--- src/rtl/alu_muldiv.sv ---
// Execute-stage integer ALU with a valid/ready handshake.
// RV32I base ops complete in one cycle; M-extension ops iterate at radix 2.
module alu_muldiv #(
  parameter int unsigned XLEN = 32
) (
  input  logic            clk,
  input  logic            rst,
  input  logic            in_valid,
  output logic            in_ready,
  input  logic [4:0]      alu_ctrl,
  input  logic [XLEN-1:0] src1,
  input  logic [XLEN-1:0] src2,
  input  logic            flush,
  output logic            out_valid,
  input  logic            out_ready,
  output logic [XLEN-1:0] alu_res,
  output logic            zero,
  output logic            last_bit,
  output logic            busy
);

  localparam int unsigned DW  = 2 * XLEN;
  localparam int unsigned SHW = $clog2(XLEN);
  localparam int unsigned CW  = $clog2(XLEN + 1);
  localparam logic [XLEN-1:0] MOST_NEG = {1'b1, {(XLEN-1){1'b0}}};

  typedef enum logic [1:0] {
    S_IDLE = 2'd0,
    S_BUSY = 2'd1,
    S_DONE = 2'd2
  } state_e;

  state_e            state_q, state_d;
  logic [CW-1:0]     cnt_q, cnt_d;
  logic [2:0]        op_q, op_d;
  logic [DW-1:0]     mcand_q, mcand_d;
  logic [DW-1:0]     acc_q, acc_d;
  logic [XLEN-1:0]   mplier_q, mplier_d;
  logic [XLEN-1:0]   rem_q, rem_d;
  logic [XLEN-1:0]   quo_q, quo_d;
  logic [XLEN-1:0]   dvsr_q, dvsr_d;
  logic [XLEN-1:0]   a_q, a_d;
  logic              bsgn_q, bsgn_d;
  logic              qneg_q, qneg_d;
  logic              rneg_q, rneg_d;
  logic              div0_q, div0_d;
  logic              ovf_q, ovf_d;
  logic [XLEN-1:0]   res_q, res_d;
  logic              zero_q, zero_d;
  logic              last_q, last_d;

  logic              accept;
  logic [SHW-1:0]    shamt;
  logic [XLEN-1:0]   base_res;
  logic [2:0]        m_op;
  logic              a_sgn, b_sgn, sdiv;
  logic [XLEN-1:0]   abs_a, abs_b;
  logic [DW-1:0]     partial;
  logic [XLEN:0]     r_sh, diff;
  logic [XLEN-1:0]   quo_fin, rem_fin;

  // in_ready follows only state and out_ready, never in_valid or operands
  assign in_ready  = (state_q == S_IDLE) || ((state_q == S_DONE) && out_ready);
  assign accept    = in_valid && in_ready && !flush;
  assign out_valid = (state_q == S_DONE);
  assign busy      = (state_q == S_BUSY);
  assign alu_res   = res_q;
  assign zero      = zero_q;
  assign last_bit  = last_q;

  // Single-cycle base operations
  always_comb begin
    base_res = '0;
    shamt    = src2[SHW-1:0];
    case (alu_ctrl[3:0])
      4'b0000: base_res = src1 + src2;
      4'b0001: base_res = src1 - src2;
      4'b0010: base_res = src1 & src2;
      4'b0011: base_res = src1 | src2;
      4'b0100: base_res = src1 << shamt;
      4'b0101: base_res = XLEN'($signed(src1) < $signed(src2));
      4'b0110: base_res = src1 >> shamt;
      4'b0111: base_res = XLEN'(src1 < src2);
      4'b1000: base_res = src1 ^ src2;
      4'b1001: base_res = XLEN'($signed(src1) >>> shamt);
      default: base_res = '0;
    endcase
  end

  // Operand preparation for the iterative unit
  always_comb begin
    m_op  = alu_ctrl[2:0];
    sdiv  = (m_op == 3'b100) || (m_op == 3'b110);
    a_sgn = src1[XLEN-1] && ((m_op == 3'b001) || (m_op == 3'b010) || sdiv);
    b_sgn = src2[XLEN-1] && ((m_op == 3'b001) || sdiv);
    abs_a = a_sgn ? -src1 : src1;
    abs_b = b_sgn ? -src2 : src2;
  end

  // Next-state, datapath step and result selection
  always_comb begin
    state_d  = state_q;
    cnt_d    = cnt_q;
    op_d     = op_q;
    mcand_d  = mcand_q;
    acc_d    = acc_q;
    mplier_d = mplier_q;
    rem_d    = rem_q;
    quo_d    = quo_q;
    dvsr_d   = dvsr_q;
    a_d      = a_q;
    bsgn_d   = bsgn_q;
    qneg_d   = qneg_q;
    rneg_d   = rneg_q;
    div0_d   = div0_q;
    ovf_d    = ovf_q;
    res_d    = res_q;
    partial  = mplier_q[0] ? mcand_q : '0;
    r_sh     = {rem_q, quo_q[XLEN-1]};
    diff     = r_sh - {1'b0, dvsr_q};
    quo_fin  = '0;
    rem_fin  = '0;

    if (flush) begin
      state_d = S_IDLE;
      cnt_d   = '0;
    end else begin
      case (state_q)
        S_BUSY: begin
          cnt_d = cnt_q - CW'(1);
          if (!op_q[2]) begin
            // Signed multiplier MSB carries negative weight
            if ((cnt_q == CW'(1)) && bsgn_q) acc_d = acc_q - partial;
            else                              acc_d = acc_q + partial;
            mcand_d  = mcand_q << 1;
            mplier_d = mplier_q >> 1;
          end else if (!diff[XLEN]) begin
            rem_d = diff[XLEN-1:0];
            quo_d = {quo_q[XLEN-2:0], 1'b1};
          end else begin
            rem_d = r_sh[XLEN-1:0];
            quo_d = {quo_q[XLEN-2:0], 1'b0};
          end
          if (cnt_q == CW'(1)) begin
            quo_fin = qneg_q ? -quo_d : quo_d;
            rem_fin = rneg_q ? -rem_d : rem_d;
            if (div0_q) begin
              quo_fin = '1;
              rem_fin = a_q;
            end else if (ovf_q) begin
              quo_fin = a_q;
              rem_fin = '0;
            end
            case (op_q)
              3'b000:  res_d = acc_d[XLEN-1:0];
              3'b001,
              3'b010,
              3'b011:  res_d = acc_d[DW-1:XLEN];
              3'b100,
              3'b101:  res_d = quo_fin;
              default: res_d = rem_fin;
            endcase
            state_d = S_DONE;
          end
        end
        S_DONE: begin
          if (out_ready) state_d = S_IDLE;
        end
        default: ;
      endcase

      if (accept) begin
        if (!alu_ctrl[4]) begin
          res_d   = base_res;
          state_d = S_DONE;
        end else begin
          op_d     = m_op;
          cnt_d    = CW'(XLEN);
          mcand_d  = {{XLEN{a_sgn}}, src1};
          acc_d    = '0;
          mplier_d = src2;
          bsgn_d   = (m_op == 3'b001);
          quo_d    = abs_a;
          rem_d    = '0;
          dvsr_d   = abs_b;
          a_d      = src1;
          qneg_d   = (m_op == 3'b100) && (a_sgn ^ b_sgn);
          rneg_d   = (m_op == 3'b110) && a_sgn;
          div0_d   = (src2 == '0);
          ovf_d    = sdiv && (src1 == MOST_NEG) && (src2 == '1);
          state_d  = S_BUSY;
        end
      end
    end

    zero_d = (res_d == '0);
    last_d = res_d[0];
  end

  always_ff @(posedge clk) begin
    if (rst) begin
      state_q  <= S_IDLE;
      cnt_q    <= '0;
      op_q     <= '0;
      mcand_q  <= '0;
      acc_q    <= '0;
      mplier_q <= '0;
      rem_q    <= '0;
      quo_q    <= '0;
      dvsr_q   <= '0;
      a_q      <= '0;
      bsgn_q   <= 1'b0;
      qneg_q   <= 1'b0;
      rneg_q   <= 1'b0;
      div0_q   <= 1'b0;
      ovf_q    <= 1'b0;
      res_q    <= '0;
      zero_q   <= 1'b1;
      last_q   <= 1'b0;
    end else begin
      state_q  <= state_d;
      cnt_q    <= cnt_d;
      op_q     <= op_d;
      mcand_q  <= mcand_d;
      acc_q    <= acc_d;
      mplier_q <= mplier_d;
      rem_q    <= rem_d;
      quo_q    <= quo_d;
      dvsr_q   <= dvsr_d;
      a_q      <= a_d;
      bsgn_q   <= bsgn_d;
      qneg_q   <= qneg_d;
      rneg_q   <= rneg_d;
      div0_q   <= div0_d;
      ovf_q    <= ovf_d;
      res_q    <= res_d;
      zero_q   <= zero_d;
      last_q   <= last_d;
    end
  end

endmodule

--- config.mk ---
export PLATFORM = sky130hd
export DESIGN_NAME = alu_muldiv
export DESIGN_NICKNAME = d
export VERILOG_FILES = /design/src/rtl/alu_muldiv.sv
export SDC_FILE = /design/constraint.sdc
export NUM_CORES = 2
export LEC_CHECK = 0
export BUFFER_PORTS_ARGS = -buffer_cell sky130_fd_sc_hd__buf_2
export CORE_MARGIN = 1.5
export CORE_UTILIZATION = 61
export CTS_CLUSTER_DIAMETER = 200
export DETAILED_ROUTE_END_ITERATION = 10
export PLACE_DENSITY = 0.81
export SLEW_MARGIN = 20
export SYNTH_ARGS = -nofsm -noshare
export SYNTH_HDL_FRONTEND = slang
export SYNTH_SLANG_ARGS = --single-unit
--- constraint.sdc ---
create_clock -name clk -period 8.62 [get_ports clk]
set_input_delay 1.724 -clock clk [delete_from_list [all_inputs] [get_ports clk]]
set_output_delay 1.724 -clock clk [all_outputs]
set_load 0.02 [all_outputs]
==> qor.csv <==
metric,value,unit
required,9.14,ns
crit_path_top_delay_cell,or4_1,
rrSetupSlack,0.68,ns
hold_viol,0,
critPathBufInv,0,
powerDensity,154.0,nW/um^2
syn-cell-area,35870,um^2
failed_checks,DRC,
timing_max_transition_violations_final,0,
start_util,61.94,%
syn_inst,5073,
place_congestion,1.196,
synth.largest_area_cell,dfxtp_1,
r2r_start,mcand_q[5],
die_y,245.5,um
cap_violations,0,
die_w,245.5,um
tightestPinTransition,1.464,ns
hold_path_class,flip-flop to flip-flop,
rsz0062_at_grt,false,
antenna_found_initial,11,
post-route-util,65.82,%
fin_total_pwr,0.005872,W
wire_per_inst,30.56,um
clock_sinks,337,
cts_setup_buffers,0,
slowest_delay,0.61,ns
clkLatencyLatePin,0.61,ns
drcViolationCount,9,
synth.distinct_cells,103,
synth_edf_count,0,
ant_nets,0,
reg2reg_to,zero,
path_class,flip-flop to flip-flop,
cp-start-kind,flip-flop,
drt_pass1_iterations,11,
p_leak,15.11,nW
crit_arrival,8.46,ns
drtIter0Drc,8025,
vias,43693,
hold_start,bsgn_q,
fmax,0.1259,GHz
clock_skew,0.02685,ns
seq_area_frac_synth,18.81,%
drive_gt1_share,8.964,%
grt_overflow,0,
place_hpwl,126.6,mm
fin_tns_setup,0,ns
nFillCells,5147,
maxSlewHeadroom,2.375,%
die-area,60270,um^2
cts_tree,done,
cts.path.max_buffers,3,
grt_max_degree,149,
synth_nets,5354,
io_pins,111,
ir_drop,0.1885,mV
end_kind,flip-flop,
period_minus_slack,7.944,ns
num_rows,88,
clk_pin_slew,0.07,ns
whs_path_depth,2,
yosys_warnings,0,
finalSetupViolations,0,
area_delta_synth_final,6.261,%
crit_fanout,9,
cts_root_buf,clkbuf_16,
reg2reg_depth,27,
async_reset_ff_share,0,%
status,"complete, but fails checks",
grt_pass1_vias,38841,
grt_pass1_wl,253.1,mm
min_to,bsgn_q,
cts_inserted_buffers,41,
nNetsFinal,5190,
place_ws,0.7551,ns
post-route-period-util,92.16,%
io_buffer_count,110,
via_per_inst,7.647,
ys_top_cells_by_area,"dfxtp_1 19%, ha_1 7.1%, nor2_1 6.8%, a21oi_1 5.9%, nand2_1 5.5%",
h-tree-depth,2,
postSynthAreaPerCell,7.071,um^2
synth_ff_type,dfxtp_1,
core,57920,um^2
cp_num_cells,27,
synth_top_area_share,18.81,%
drt_wl_total,174.6,mm
grt_usage,55.75,%
crit_family,simple AND/OR/NAND/NOR gates,
fin_ws,0.6756,ns
ys_ff_latch,337,
==> power by group <==
part | switching (W) | total, W | internal (W)
Sequential | 0.0000629 | 0.00167 | 0.00160
Combinational | 0.00156 | 0.00229 | 0.000726
Clock | 0.000796 | 0.00192 | 0.00112
==> synth_stat cells, drive strengths merged, types with 75 or more instances <==
cell type	n
mux2i	75
nor3	135
a21oi	425
nand3	97
clkbuf	348
a221oi	75
nor2	650
o21ai	305
a211oi	85
dfxtp	337
xnor2	139
nand2	524
ha	203
a22oi	79
inv	185
==> final cells by class <==
class / count / area, um^2 / share of cell area (%)
sequential: 337 / 6753 / 17.72
timing repair buffer: 209 / 1321 / 3.466
clock buffer: 57 / 1229 / 3.223
inverter: 188 / 705.7 / 1.851
clock inverter: 19 / 225.2 / 0.5908
antenna: 7 / 17.52 / 0.04595
tap: 765 / 957.2 / 2.511
multi-input combinational: 4132 / 26910 / 70.60
==> metal layers <==
metal	global-route usage [%]	vias to the layer above	share of wire, %
met5	1.961	-	0.045
met3	21.83	1099	17
li1	-	18648	-
met2	78.39	3881	39
met4	43.96	6	10
met1	67.15	20059	34
==> timing repair <==
item                       in CTS  in global routing
setup endpoints to repair       0                  1
hold buffers                    0                  0
resized for setup               0                  1
==> cells by family after synthesis <==
group / count (synthesis) / share of synthesized area, %
compound gates: 1746 / 33.61
xor+xnor: 196 / 4.786
fa+ha+maj: 207 / 7.304
buf+inv: 604 / 6.432
flops: 337 / 18.81
mux: 139 / 5.326
simple gates: 1844 / 23.74
==> worst max path at each step <==
stage | startpoint | endpoint | slack, ns
after floorplan | mplier_q[0] | zero | 1.53
after global placement | mcand_q[5] | zero | 0.88
after detailed placement | mcand_q[5] | zero | 0.76
after CTS | mcand_q[5] | zero | 0.71
after global routing | mcand_q[5] | zero | 0.11
final | mcand_q[5] | zero | 0.68
==> cell usage in the layout, fill, tap and decap left out, types with 39 or more instances in the layout <==
master     netlist  final
nand3_1         97     96
inv_1          184    182
xnor2_1        139    139
and2_1          43     42
a211oi_1        85     85
nand4_1         65     65
nand2b_1        44     44
buf_2           23    107
nor4_1          51     50
dfxtp_1        337    334
mux4_2          39     39
buf_4            3    100
mux2i_1         75     75
o221ai_1        55     55
clkbuf_16        0     43
xor2_1          57     57
a221oi_1        75     75
a21o_1          72     72
nor2_1         649    646
o211ai_1        72     72
and3_1          45     45
a21oi_1        420    419
a22oi_1         79     79
nor3_1         134    133
o21ai_0        296    291
nand2_1        524    522
or3_1           47     47
o31ai_1         40     40
a2111oi_0       51     50
a31oi_1         73     73
ha_1           203    203
==> per-stage QoR <==
step                      cells  hold slack (ns)  area (um^2)
final                      5714           0.4695        38120
after floorplan            5073           0.4362        35870
after detailed placement   5629           0.4570        36620
after global routing       5708           0.4845        38100
after CTS                  5705           0.4657        38070
after global placement     5629           0.4453        36620
==> worst register-to-register path, delay by kind of cell, from the launching register on <==
kind | cells | cell delay (ns)
simple gates | 15 | 3.89
compound gates | 11 | 3.31
fa+ha+maj | 1 | 0.30
flops | 1 | 0.37
==> registers in the layout (all words and copies together), names as in the netlist, 2 cells and up <==
name	flops
a_q	32
acc_q	64
alu_res	32
cnt_q	6
dvsr_q	32
mcand_q	64
mplier_q	32
op_q	3
quo_q	32
rem_q	32
state_q	2
No activity file was read; power rests on OpenSTA's default activity.
